`src/rtl/regfile_writeback.sv`:
```
// Register-file write-port arbiter: the ALU result has priority, and memory/mul
// results wait in an in-order queue. Same-address ALU writes kill queued entries.
module regfile_writeback #(
    parameter int DEPTH = 4,
    parameter int AW    = 5,
    parameter int DW    = 32
) (
    input  logic                       clk,
    input  logic                       reset,
    input  logic                       alu_valid,
    input  logic [AW-1:0]              alu_waddr,
    input  logic [DW-1:0]              alu_wdata,
    input  logic                       mem_valid,
    output logic                       mem_ready,
    input  logic [AW-1:0]              mem_waddr,
    input  logic [DW-1:0]              mem_wdata,
    output logic                       rf_we,
    output logic [AW-1:0]              rf_waddr,
    output logic [DW-1:0]              rf_wdata,
    input  logic [AW-1:0]              chk_addr,
    output logic                       chk_pending,
    output logic [$clog2(DEPTH):0]     q_count
);

    localparam int PW = $clog2(DEPTH);
    localparam int CW = PW + 1;

    logic [DEPTH-1:0]  q_live;
    logic [AW-1:0]     q_addr [DEPTH];
    logic [DW-1:0]     q_data [DEPTH];
    logic [PW-1:0]     head;
    logic [PW-1:0]     tail;
    logic [CW-1:0]     count;

    logic alu_wr;
    logic push;
    logic push_live;
    logic pop;

    assign mem_ready = !reset && (count < CW'(DEPTH));
    assign alu_wr    = alu_valid && (alu_waddr != '0);
    // Writes to r0 complete the handshake but are dropped before the queue.
    assign push      = mem_valid && mem_ready && (mem_waddr != '0);
    assign push_live = !(alu_wr && (alu_waddr == mem_waddr));
    assign pop       = !alu_valid && (count != '0);
    assign q_count   = count;

    // A live bit is set only while its slot holds an unpopped, unkilled entry.
    always_comb begin
        chk_pending = 1'b0;
        for (int i = 0; i < DEPTH; i++) begin
            if (q_live[i] && (q_addr[i] == chk_addr))
                chk_pending = 1'b1;
        end
        if (chk_addr == '0)
            chk_pending = 1'b0;
    end

    // NOTE: payload storage has no reset; a slot's contents are only ever
    // observed while its live bit (which is reset) marks it valid.
    always_ff @(posedge clk) begin
        if (push) begin
            q_addr[tail] <= mem_waddr;
            q_data[tail] <= mem_wdata;
        end
    end

    // NOTE: all sequential state uses non-blocking assignments so every
    // right-hand side sees pre-edge values regardless of statement order.
    always_ff @(posedge clk) begin
        if (reset) begin
            q_live   <= '0;
            head     <= '0;
            tail     <= '0;
            count    <= '0;
            rf_we    <= 1'b0;
            rf_waddr <= '0;
            rf_wdata <= '0;
        end else begin
            for (int i = 0; i < DEPTH; i++) begin
                if (alu_wr && (q_addr[i] == alu_waddr))
                    q_live[i] <= 1'b0;
            end

            if (pop) begin
                q_live[head] <= 1'b0;
                head         <= head + PW'(1);
            end

            if (push) begin
                q_live[tail] <= push_live;
                tail         <= tail + PW'(1);
            end

            case ({push, pop})
                2'b10:   count <= count + CW'(1);
                2'b01:   count <= count - CW'(1);
                default: count <= count;
            endcase

            if (alu_valid) begin
                rf_we <= alu_wr;
                if (alu_wr) begin
                    rf_waddr <= alu_waddr;
                    rf_wdata <= alu_wdata;
                end
            end else if (pop) begin
                rf_we <= q_live[head];
                if (q_live[head]) begin
                    rf_waddr <= q_addr[head];
                    rf_wdata <= q_data[head];
                end
            end else begin
                rf_we <= 1'b0;
            end
        end
    end

endmodule
```
`config.mk`:
```
export PLATFORM = sky130hd
export DESIGN_NAME = regfile_writeback
export DESIGN_NICKNAME = d
export VERILOG_FILES = /design/src/rtl/regfile_writeback.sv
export SDC_FILE = /design/constraint.sdc
export NUM_CORES = 1
export LEC_CHECK = 0
export BUFFER_PORTS_ARGS = -buffer_cell sky130_fd_sc_hd__buf_2
export CORE_AREA = 2 2 158 160
export CTS_BUF_LIST = sky130_fd_sc_hd__clkbuf_4 sky130_fd_sc_hd__clkbuf_8
export CTS_CLUSTER_SIZE = 14
export DETAILED_ROUTE_END_ITERATION = 10
export DIE_AREA = 0 0 160 162
export PLACE_DENSITY = 0.6
export SYNTH_ARGS = -nofsm -noshare
export SYNTH_HDL_FRONTEND = slang
export SYNTH_SLANG_ARGS = --single-unit
```
`constraint.sdc`:
```
create_clock -name clk -period 2.2 [get_ports clk]
set_clock_uncertainty 0.05 [all_clocks]
set_input_delay 0.22 -clock clk [delete_from_list [all_inputs] [get_ports clk]]
set_output_delay 0.22 -clock clk [all_outputs]
set_load 0.01 [all_outputs]
```
# Yosys cells after proc, flatten, opt, wreduce, memory -nomap -nowiden
# Memories as Yosys holds them, arrays and structs flattened. A register that Yosys moved wholly into a read port is not among the register bits.
# Cells that the tools add are included.
# word_totals
n_memories	2
out_inout_bits	43
input_bits	83
word_cells	99
reg_bits	49
mem_bits_rw	148
# classes
n_eq_ne	12
mux	40
magnitude_cmp	5
n_reduce_logical	27
bitwise	2
n_addsub	4
# memory_table
memory	depth	word_bits	rd	rd_clocked_by_memory_dff	write_ports	line_no	rtl
q_data	4	32	1	1	1	30	logic [DW-1:0] q_data [DEPTH];
q_addr	4	5	5	1	1	29	logic [AW-1:0] q_addr [DEPTH];
# op_table
op	n
32-bit 2-to-1 mux	4
5-bit equality test	9
1-bit 2-to-1 mux	20
5-bit 2-to-1 mux	4
1-bit logical AND	16
4-bit 2-to-1 mux	3
5-bit nonzero test	2
2-bit 2-to-1 mux	4
2-bit by 3-bit < comparator with 1-bit output (second input constant)	2
3-bit one-hot mux with 2 select lines	1
2-bit nonzero test	3
5-bit logical NOT	1
2-bit by 1-bit adder with 2-bit output (second input constant)	2
4-bit bitwise AND	1
4-bit bitwise mux	1
1-bit demux with 2-bit select	2
2-bit by 1-bit greater-or-equal comparator with 1-bit output (second input constant)	2
4-bit NOT	1
3-bit by 1-bit adder with 3-bit output (second input constant)	1
1-bit logical NOT	3
3-bit < comparator (second input constant)	1
3-bit AND reduction	1
3-bit nonzero test	1
3-bit by 1-bit subtractor with 3-bit output (second input constant)	1
other kinds (4)	4

# Depth between registers and ports, before layout
# Gate-level depths: netlist of the first run.
# depth
ltp_word	10
mapped_depth	11
ltp_nobuf	9

# Worst setup path before layout of the first run
# OpenSTA, ideal clock, no wires.
# synth_timing
path_kind	in2reg
from	input mem_waddr[1]
to	register count[2], in the netlist q_count[2]
cell_stages	10
n_path_buf	1
setup_ns	0.070
required_ns	2.080
setup_slack_ns	-0.230
t_arrival_ns	2.310
cell_sequence	or4_1 o211a_1 clkbuf_1 inv_2 ha_1 inv_1 fa_1 xor2_1 or3_1 a21oi_1
# synth_between
elab_chain_len	4
# synth_lines
item	line_no	rtl
start, declared	15	input logic [AW-1:0] mem_waddr,
5-bit nonzero test (*)	43	assign push = mem_valid && mem_ready && (mem_waddr != '0);
1-bit logical AND (*)	43	
2-bit by 1-bit equality test with 1-bit output / 2-bit equality test (equally long branches)	95	case ({push, pop})
3-bit one-hot mux with 2 select lines / 2-bit nonzero test (equally long branches)	n/a	
end signal, assigned	96	2'b10: count <= count + CW'(1);
end signal, assigned	97	2'b01: count <= count - CW'(1);
end signal, assigned	98	default: count <= count;
end, declared	33	logic [CW-1:0] count;
# Mark *: on every way between the ends. The rest lies on a longest branch, timed or not.
# A chain may end at the register's enable or synchronous reset.

==> results_dict.tcl, run 1 <==
set metrics [dict create \
    yosysTopAreaCell "edfxtp_1" \
    io_pins 126 \
    timing.rr.start "q_count[2]" \
    final_max_slew_viol_count 0 \
    drt_pass1_iterations 4 \
    cap_viol_max_count 0 \
    required_ns 1.93 \
    finalPower_mw 8.71 \
    finalSetupViolations 0 \
    cp_cell_sequence "xor2_1 -> nor4_1 -> nand3_1 -> nand4_1 -> o21a_1 -> buf_2" \
    initial_utilization 0.347 \
    wl_um 18800 \
    tightest_slew_ns 0.893 \
    final_cells 1035 \
    cts_tree "done" \
    power.density_nw_per_um2 838 \
    track_usage 0.148 \
    syn_area_um2 8380 \
    clockBufferDepth 2 \
    path_buf_inv 1 \
    fin_crit_sh 0.955 \
    die_w_um 160 \
    cts-buffers-inserted 17 \
    status "finished, final reports clean" \
    hp-class "in -> reg" \
    hold_viol 0 \
    placed_cells 958 \
    syn_nets 607 \
    critPathLaunchType "register" \
    cp_max_fo 3 \
    via_per_inst 4.72 \
    grt_overflow 0 \
    ir_drop_uv 376 \
    slew_headroom 0.399 \
    fin_area_um2 10400 \
    ys_seq_elements 199 \
    postPlaceCellArea_um2 9610 \
    syn_avg_cell_area_um2 16.3 \
    clockRootBuffer "clkbuf_8" \
    crit_start "q_addr[3][3]" \
    power_leakage_nw 3.85 \
    path_clk_slew_ns 0.09 \
    critical_path.max_stage_delay_ns 0.45 \
    antenna_found_initial 0 \
    n_antenna_cell 0 \
    fin_ws_ns 0.0985 \
    ant_nets 0 \
    portBuffers 125 \
    grt_pass1_vias 5362 \
    hpwl_um 12700 \
    ys_top_cells_by_area "edfxtp_1, dfxtp_1, mux4_2" \
    gp_congestion 0.810 \
    seq_area_frac_synth 0.653 \
    ys_types 36 \
    critPathTopFamily "simple AND/OR/NAND/NOR gates" \
    pre_cts_ws_ns -0.328 \
    h-tree-depth 4 \
    syn2layout_area_growth_pct 24.1 \
    rsz0062_at_grt "yes" \
    wl_per_cell_um 18.1 \
    dieArea_um2 25900 \
    core_um2 24100 \
    grt_pass1_wl_um 29200 \
    ys_warn_count 0 \
    hp-start "mem_waddr[2]" \
    clock-sinks 199 \
    synth_top_area_frac 0.531 \
    drc 0 \
    syn_inst 514 \
    utilization 0.431 \
    grt_start_max_net_pins 51 \
    drt_iter0_drc 282 \
    vias 4883 \
    nets 791 \
    drive_gt1_frac 0.385 \
    fmax_mhz 476 \
    path_class "reg -> out" \
    num_rows 57 \
    cp-end-kind "output pin" \
    cp_slowest_cell "edfxtp_1" \
    clkLatencyLatePin_ns 0.45 \
    min_period_ns 2.10 \
    crit_arrival_ns 1.83 \
    ff2ff_setup_slack_ns 0.19 \
    dieHeight_um 162 \
]
## final timing paths
path,endpoint,depth (start not counted)
setup / recovery,chk_pending,6
hold / removal,q_addr[0][2],2
setup reg to reg,q_count[2],8
hold reg to reg,rf_wdata[20],2
## through the flow
stage,hold slack [ns],setup TNS [ns]
after floorplan,0.269,-0.113
after global placement,0.381,-0.488
after detailed placement,0.392,-0.522
after CTS,0.00547,0
after global routing,0.0238,-0.0495
final,0.0524,0
## synthesized netlist by cell type
cell      instances
mux2i_1          37
fa_1              1
or4_4             1
mux4_2           38
edfxtp_1        148
or4_1             2
a21oi_1           4
xnor2_1          21
nand4_1           1
inv_2             5
mux2_2           27
o21ai_4           1
dfxtp_1          51
nor4_1            9
o21ai_1           1
nand4b_1          4
buf_6             4
or3_1             1
nand2_1           9
a21bo_1           1
ha_1              9
nand3_1           9
o22ai_1           4
nor2b_1           1
o21ai_0           1
o211a_1           1
nor2_1           47
buf_2             6
o21a_1            1
xor2_1           28
inv_1             7
mux2_1           10
buf_4             1
buf_1             1
clkbuf_1         21
nor3_1            1
## state kept, by name (all words and copies together), names as in the netlist, named ones only
register / flops
q_live: 4
q_addr: 20
rf_waddr: 5
head: 2
q_count: 3
tail: 2
rf_we: 1
q_data: 128
rf_wdata: 32
## final cells by class
| cell class | count | area, um2 |
|---|---|---|
| fill | 2229 | 13700 |
| sequential | 199 | 5470 |
| multi-input combinational | 270 | 2720 |
| timing repair buffer | 198 | 1400 |
| tap | 324 | 405 |
| clock buffer | 25 | 313 |
| inverter | 12 | 47.5 |
| clock inverter | 7 | 46.3 |
## power breakdown
part	switching [mW]	internal (mW)
clock network	1.20	0.936
logic	0.986	1.14
registers	0.154	4.30
## logic make-up (layout without fill, tap and decap cells)
kind of cell,Yosys count,count (layout),share of synthesized area
and+or+nand+nor,85,85,0.0474
buffers and inverters,45,242,0.0251
xor gates and xnor gates,49,49,0.0512
DFF,199,199,0.653
adders and majority gates,10,10,0.0158
muxes,112,112,0.196
AOI/OAI and AO/OA,14,14,0.0118
## cells in the final DEF, fill, tap and decap left out, types with 4 or more instances in the layout
cell	n
dfxtp_1	49
a21oi_1	4
dlygate4sd3_1	34
inv_2	4
nand3_1	9
o22ai_1	4
mux2_1	10
xor2_1	28
nor2_1	47
mux2i_1	37
inv_1	7
nor4_1	8
buf_4	28
xnor2_1	21
mux4_2	38
buf_12	11
ha_1	8
mux2_2	27
clkbuf_8	20
nand4b_1	4
edfxtp_1	148
clkbuf_4	5
nand2_1	9
buf_2	125
## routing by layer
metal,GRT usage,up-vias,part of all wire
met2,0.254,113,0.50
met3,0.0312,15,0.040
met5,0,-,0
met1,0.191,2459,0.45
met4,0.0393,0,0.010
li1,-,2296,-
## timing repair
item | 4_1_cts | 5_1_grt
setup buffers | 0 | 11
pin swaps | 1 | 8
endpoints found under the hold margin | 135 | 0
cloned | 0 | 0
setup endpoints to repair | 1 | 1
hold buffers | 34 | 0
gates resized for setup | 0 | 1
No activity file was read; power rests on OpenSTA's default activity.
==> run 2, diff against run 1 <==
- ABC_AREA: unset -> 1
- CORE_AREA: 2 2 158 160 -> 2 2 165 167
- DIE_AREA: 0 0 160 162 -> 0 0 167 169
==> run 2 against run 1 <==
  * Global-route usage rose by 1.9 points
  * Fmax is 3.7% higher
  * Synthesized cell count is 93% higher
  * Synthesized area increased by 9.4%
  * Via count rose by 43%
  * Setup slack better by 0.075 ns
  * Flip-flop and latch count did not move
  * Critical endpoint unchanged
==> results_dict.tcl, run 2 <==
set metrics [dict create \
    status "finished, final reports clean" \
    tightest_slew_ns 0.543 \
    wl_per_cell_um 15.3 \
    top_regs "q_data x128, rf_wdata x32, q_addr x20" \
    cts-buffers-inserted 17 \
    p_sw_frac 0.361 \
    global_route.usage.met3 0.0283 \
    gp_congestion 0.916 \
    synth_common_cells "nand2_1, nor2_1, edfxtp_1, o21ai_0, inv_1" \
    via_per_inst 4.59 \
    worst_hold_slack_ns 0.0185 \
    ys_warn_count 0 \
    syn_avg_cell_area_um2 9.25 \
    syn2layout_area_growth_pct 23.1 \
    use_met2 0.287 \
    layout_common_cells "nand2_1, nor2_1, edfxtp_1, buf_2, o21ai_0" \
    path_clk_slew_ns 0.11 \
    vias 6997 \
    power.density_nw_per_um2 875 \
    crit_arrival_ns 1.76 \
    p_int_mw 6.31 \
    grt_pass1_wl_um 36600 \
    grt_pass1_vias 6778 \
    grt-busiest-layer "met2" \
    final_max_slew_viol_count 0 \
    hpwl_um 15400 \
    ys_top_cells_by_area "edfxtp_1, dfxtp_1, nand2_1" \
    syn_area_um2 9170 \
    synth_most_common_cell "nand2_1" \
    grt_overflow 0 \
    cp-end-kind "output pin" \
    r2r_end "q_count[2]" \
    yosysTopAreaCell "edfxtp_1" \
    dieArea_um2 28200 \
    power_leakage_nw 4.65 \
    finalSetupViolations 0 \
    fin_crit_sh 0.921 \
    clkPwrFrac 0.250 \
    slew_headroom 0.638 \
    path_class "reg -> out" \
    num_rows 60 \
    hold_viol 0 \
    hold_depth 5 \
    hp-class "in -> reg" \
    clkLatencyLatePin_ns 0.48 \
    syn_inst 991 \
    critPathLaunchType "register" \
    multi_input_area_um2 3140 \
    dieHeight_um 169 \
    drive_gt1_frac 0.200 \
    reg2regPathDepth 11 \
    top_register "q_data" \
    cts_tree "done" \
    track_usage 0.166 \
    cap_viol_max_count 0 \
    use_met1 0.210 \
    seqCellArea_um2 5470 \
    clockRootBuffer "clkbuf_8" \
    cp_max_fo 3 \
    synth_top_area_frac 0.485 \
    ir_drop_uv 446 \
    ys_seq_elements 199 \
    core_um2 26500 \
    syn_nets 1084 \
    finalPower_mw 9.87 \
    rsz0062_at_grt "no" \
    synth_edf_count 148 \
    ant_nets 0 \
    drt_iter0_drc 534 \
    combPwrFrac 0.295 \
    clockBufferDepth 2 \
    nets 1260 \
    required_ns 1.93 \
    utilization 0.426 \
    fmax_mhz 494 \
    fillers 2588 \
    whs_endpoint "rf_wdata[4]" \
    drt_pass1_iterations 4 \
    postPlaceCellArea_um2 10200 \
    antenna_found_initial 4 \
    seqPwrFrac 0.455 \
    wl_um 23400 \
    clock-sinks 199 \
    initial_utilization 0.346 \
    h-tree-depth 4 \
    synth-main-ff-cell "edfxtp_1" \
    switchingPower_mw 3.56 \
    ys_types 32 \
    drc 0 \
    min_period_ns 2.03 \
    layout_commonest_cell "nand2_1" \
    fin_area_um2 11300 \
    largest_reg_flops 128 \
    timing.rr.start "q_count[1]" \
    hp-start "alu_wdata[4]" \
    grt_start_max_net_pins 65 \
    portBuffers 125 \
    seq_area_frac_synth 0.596 \
    io_pins 126 \
    fin_setup_tns_ns 0 \
    die_w_um 167 \
    async_flop_share 0 \
    ff2ff_setup_slack_ns 0.28 \
]
-- run 2: worst max path at each step --
stage | start | to | slack [ns]
3_3_place_gp | q_count[0] | q_count[2] | 0.20
3_5_place_dp | q_count[0] | q_count[2] | 0.20
2_1_floorplan | q_count[2] | q_addr[0][0] | -0.08
4_1_cts | q_addr[0][4] | chk_pending | 0.13
5_1_grt | mem_waddr[0] | q_count[2] | 0.004
6_report | q_addr[0][2] | chk_pending | 0.17
-- run 2: power groups by stage --
stage	sequential, mW	clock [mW]	combinational, mW
after floorplan	4.58	0	2.00
after global placement	4.57	0	2.80
after detailed placement	4.57	0	2.84
after CTS	4.49	2.53	2.94
after global routing	4.52	2.68	3.33
final	4.49	2.47	2.91
-- run 2: through the flow --
| stage | worst slack (ns) | instances |
|---|---|---|
| after global placement | 0.196 | 1428 |
| final | 0.174 | 1523 |
| after detailed placement | 0.201 | 1428 |
| after CTS | 0.134 | 1521 |
| after floorplan | -0.0775 | 991 |
| after global routing | 0.00360 | 1523 |
-- run 2: worst max-delay path, cell delays in order, from the launching register on --
cell and delay (ns):
edfxtp_1 0.48, inv_1 0.14, nor2_1 0.05, nor3b_1 0.20
nand3_1 0.10, nand2_1 0.07, nor2_1 0.04, nor2_1 0.08
buf_2 0.13
-- run 2: per-layer routing --
layer	vias up	wire (um)
met3	40	903
met5	-	14
li1	3603	-
met1	3200	10500
met4	4	534
met2	150	11400
-- run 2: repair_timing --
| action | in CTS | in global routing |
|---|---|---|
| hold buffers | 61 | 0 |
| gates resized for setup | 0 | 3 |
| setup buffers | 0 | 0 |
| endpoints found under the hold margin | 178 | 0 |
| setup endpoints to repair | 0 | 2 |
-- run 2: cell families (layout without fill, tap and decap cells) --
logic type,count (synthesis),after routing,synth area share
AND/OR/NAND/NOR,476,476,0.217
flip-flops,199,199,0.596
AO/OA/AOI/OAI,153,153,0.0878
buffers and inverters,133,322,0.0658
XOR/XNOR,20,20,0.0191
adder cells (fa/ha/maj),10,10,0.0145
other,0,2,0
-- run 2: area by class of cell --
class,instances,share of cell area
multi-input combinational,659,0.278
inverter,82,0.0275
clock buffer,17,0.0207
timing repair buffer,208,0.133
sequential,199,0.484
clock inverter,15,0.0180
tap,341,0.0378
antenna,2,0.000443
==> run 3, diff against run 2 <==
- clock period: 2.2 -> 1.7 ns (I/O delays scaled with it)
==> run 3 against run 2 <==
  * The run now ends with negative setup slack left
  * Utilization increased by 1.6 points
  * Power increased by 32%
  * Non-clock buffer count increased by 41
  * Largest power group unchanged
  * Largest cell class unchanged
  * Final area increased by 3.9%
==> results_dict.tcl, run 3 (synthesis results as in run 2) <==
set metrics [dict create \
    status "finished with violations" \
    violations "negative setup slack" \
    clock-sinks 199 \
    grt_start_max_net_pins 40 \
    cts_tree "done" \
    drc 0 \
    vias 7377 \
    finalPower_mw 13.0 \
    critPathLaunchType "register" \
    hpwl_um 16100 \
    nets 1301 \
    largest_reg_flops 128 \
    cts-buffers-inserted 17 \
    placed_cells 1450 \
    hp-start "reset" \
    required_ns 1.48 \
    hp-class "in -> reg" \
    fin_ws_ns -0.212 \
    tightest_slew_ns 0.425 \
    wl_um 23700 \
    dieHeight_um 169 \
    cp-end-kind "output pin" \
    dieArea_um2 28200 \
    core_um2 26500 \
    die_w_um 167 \
    rsz0062_at_grt "yes" \
    whs_endpoint "q_count[1]" \
    grt_pass1_vias 7095 \
    grt_overflow 0 \
    final_max_slew_viol_count 0 \
    io_pins 126 \
    reg2regPathDepth 11 \
    top_register "q_data" \
    top_regs "q_data x128, rf_wdata x32, q_addr x20" \
    worst_hold_slack_ns 0.0351 \
    fin_area_um2 11700 \
    via_per_inst 4.72 \
    path_class "reg -> out" \
    fillers 2568 \
    ff2ff_setup_slack_ns 0.04 \
    cap_viol_max_count 0 \
    track_usage 0.169 \
    syn2layout_area_growth_pct 27.9 \
    h-tree-depth 4 \
    ir_drop_uv 483 \
    initial_utilization 0.346 \
    gp_congestion 0.894 \
    utilization 0.442 \
    min_period_ns 1.91 \
    fmax_mhz 523 \
    power_leakage_nw 4.85 \
    hold_viol 0 \
    portBuffers 125 \
    crit_arrival_ns 1.69 \
    ant_nets 0 \
    power.density_nw_per_um2 1110 \
    layout_commonest_cell "nand2_1" \
    path_clk_slew_ns 0.11 \
    timing.rr.start "q_count[0]" \
    r2r_end "q_count[2]" \
    finalSetupViolations 1 \
    final_cells 1564 \
    crit_start "q_addr[0][2]" \
    drt_iter0_drc 540 \
    drt_pass1_iterations 4 \
    cp_max_fo 2 \
    postPlaceCellArea_um2 10500 \
    clockRootBuffer "clkbuf_8" \
    clkLatencyLatePin_ns 0.47 \
    slew_headroom 0.717 \
    grt_pass1_wl_um 37500 \
    hold_depth 3 \
    fin_crit_sh 1.12 \
    layout_common_cells "nand2_1, nor2_1, edfxtp_1, buf_2, o21ai_0" \
    num_rows 60 \
    clockBufferDepth 2 \
    drive_gt1_frac 0.238 \
    wl_per_cell_um 15.2 \
    antenna_found_initial 3 \
]
[run 3: cell types whose count changed in the layout (fill, tap and decap cells not counted), moves of 3 or more]
cell,change
buf_4,+28
inv_1,-7
buf_12,+6
dlygate4sd3_1,+6
inv_2,+4
clkinv_4,+3
dfxtp_1,-3
inv_12,-3
[run 3: worst max-delay path by stage]
stage | to | slack (ns) | depth (start not counted)
final | chk_pending | -0.21 | 8
after global routing | chk_pending | -0.32 | 8
after CTS | chk_pending | -0.25 | 8
after detailed placement | q_count[2] | -0.14 | 11
after global placement | q_count[2] | -0.13 | 11
after floorplan | q_addr[0][0] | -0.06 | 3
[run 3: stage by stage]
stage / TNS (ns) / worst slack (ns)
2_1_floorplan: -6.99 / -0.0641
3_3_place_gp: -0.222 / -0.133
3_5_place_dp: -0.233 / -0.138
4_1_cts: -0.249 / -0.249
5_1_grt: -0.361 / -0.319
6_report: -0.212 / -0.212
[run 3: layer usage]
metal / up-vias / track usage / wire length, um
met2: 202 / 0.289 / 11800
li1: 3692 / - / -
met3: 36 / 0.0267 / 1020
met1: 3445 / 0.217 / 10400
met4: 2 / 0.0630 / 549
met5: - / 0 / 11
[run 3: final cells by class]
class / instances / area (um2) / share of cell area
Antenna cell: 2 / 5.00 / 0.000427
Clock buffer: 17 / 234 / 0.0200
Clock inverter: 15 / 158 / 0.0134
Inverter: 82 / 320 / 0.0273
Multi-Input combinational cell: 659 / 3200 / 0.273
Sequential cell: 199 / 5480 / 0.467
Tap cell: 341 / 427 / 0.0364
Timing Repair Buffer: 249 / 1900 / 0.162
[run 3: what timing repair did]
item | in CTS | in global routing
pin swaps | 7 | 4
gates resized for setup | 3 | 13
endpoints found under the hold margin | 178 | 0
endpoints found under the setup margin | 2 | 3
buffers inserted | 2 | 11
hold buffers | 67 | 0
[run 3: power by group]
| group | total (mW) | switching, mW | leakage [nW] | internal [mW] |
|---|---|---|---|---|
| combinational | 4.26 | 2.57 | 2.89 | 1.69 |
| clock | 2.96 | 1.87 | 0.191 | 1.09 |
| sequential | 5.79 | 0.199 | 1.77 | 5.59 |
[run 3: critical path, stage by stage (launching register included)]
cell and delay [ns]:
edfxtp_1 0.48, buf_6 0.16, o22ai_4 0.13, nor2_1 0.06, nand3_1 0.07, nand2_1 0.06, nor2_2 0.08, nor2_1 0.05
buf_2 0.13
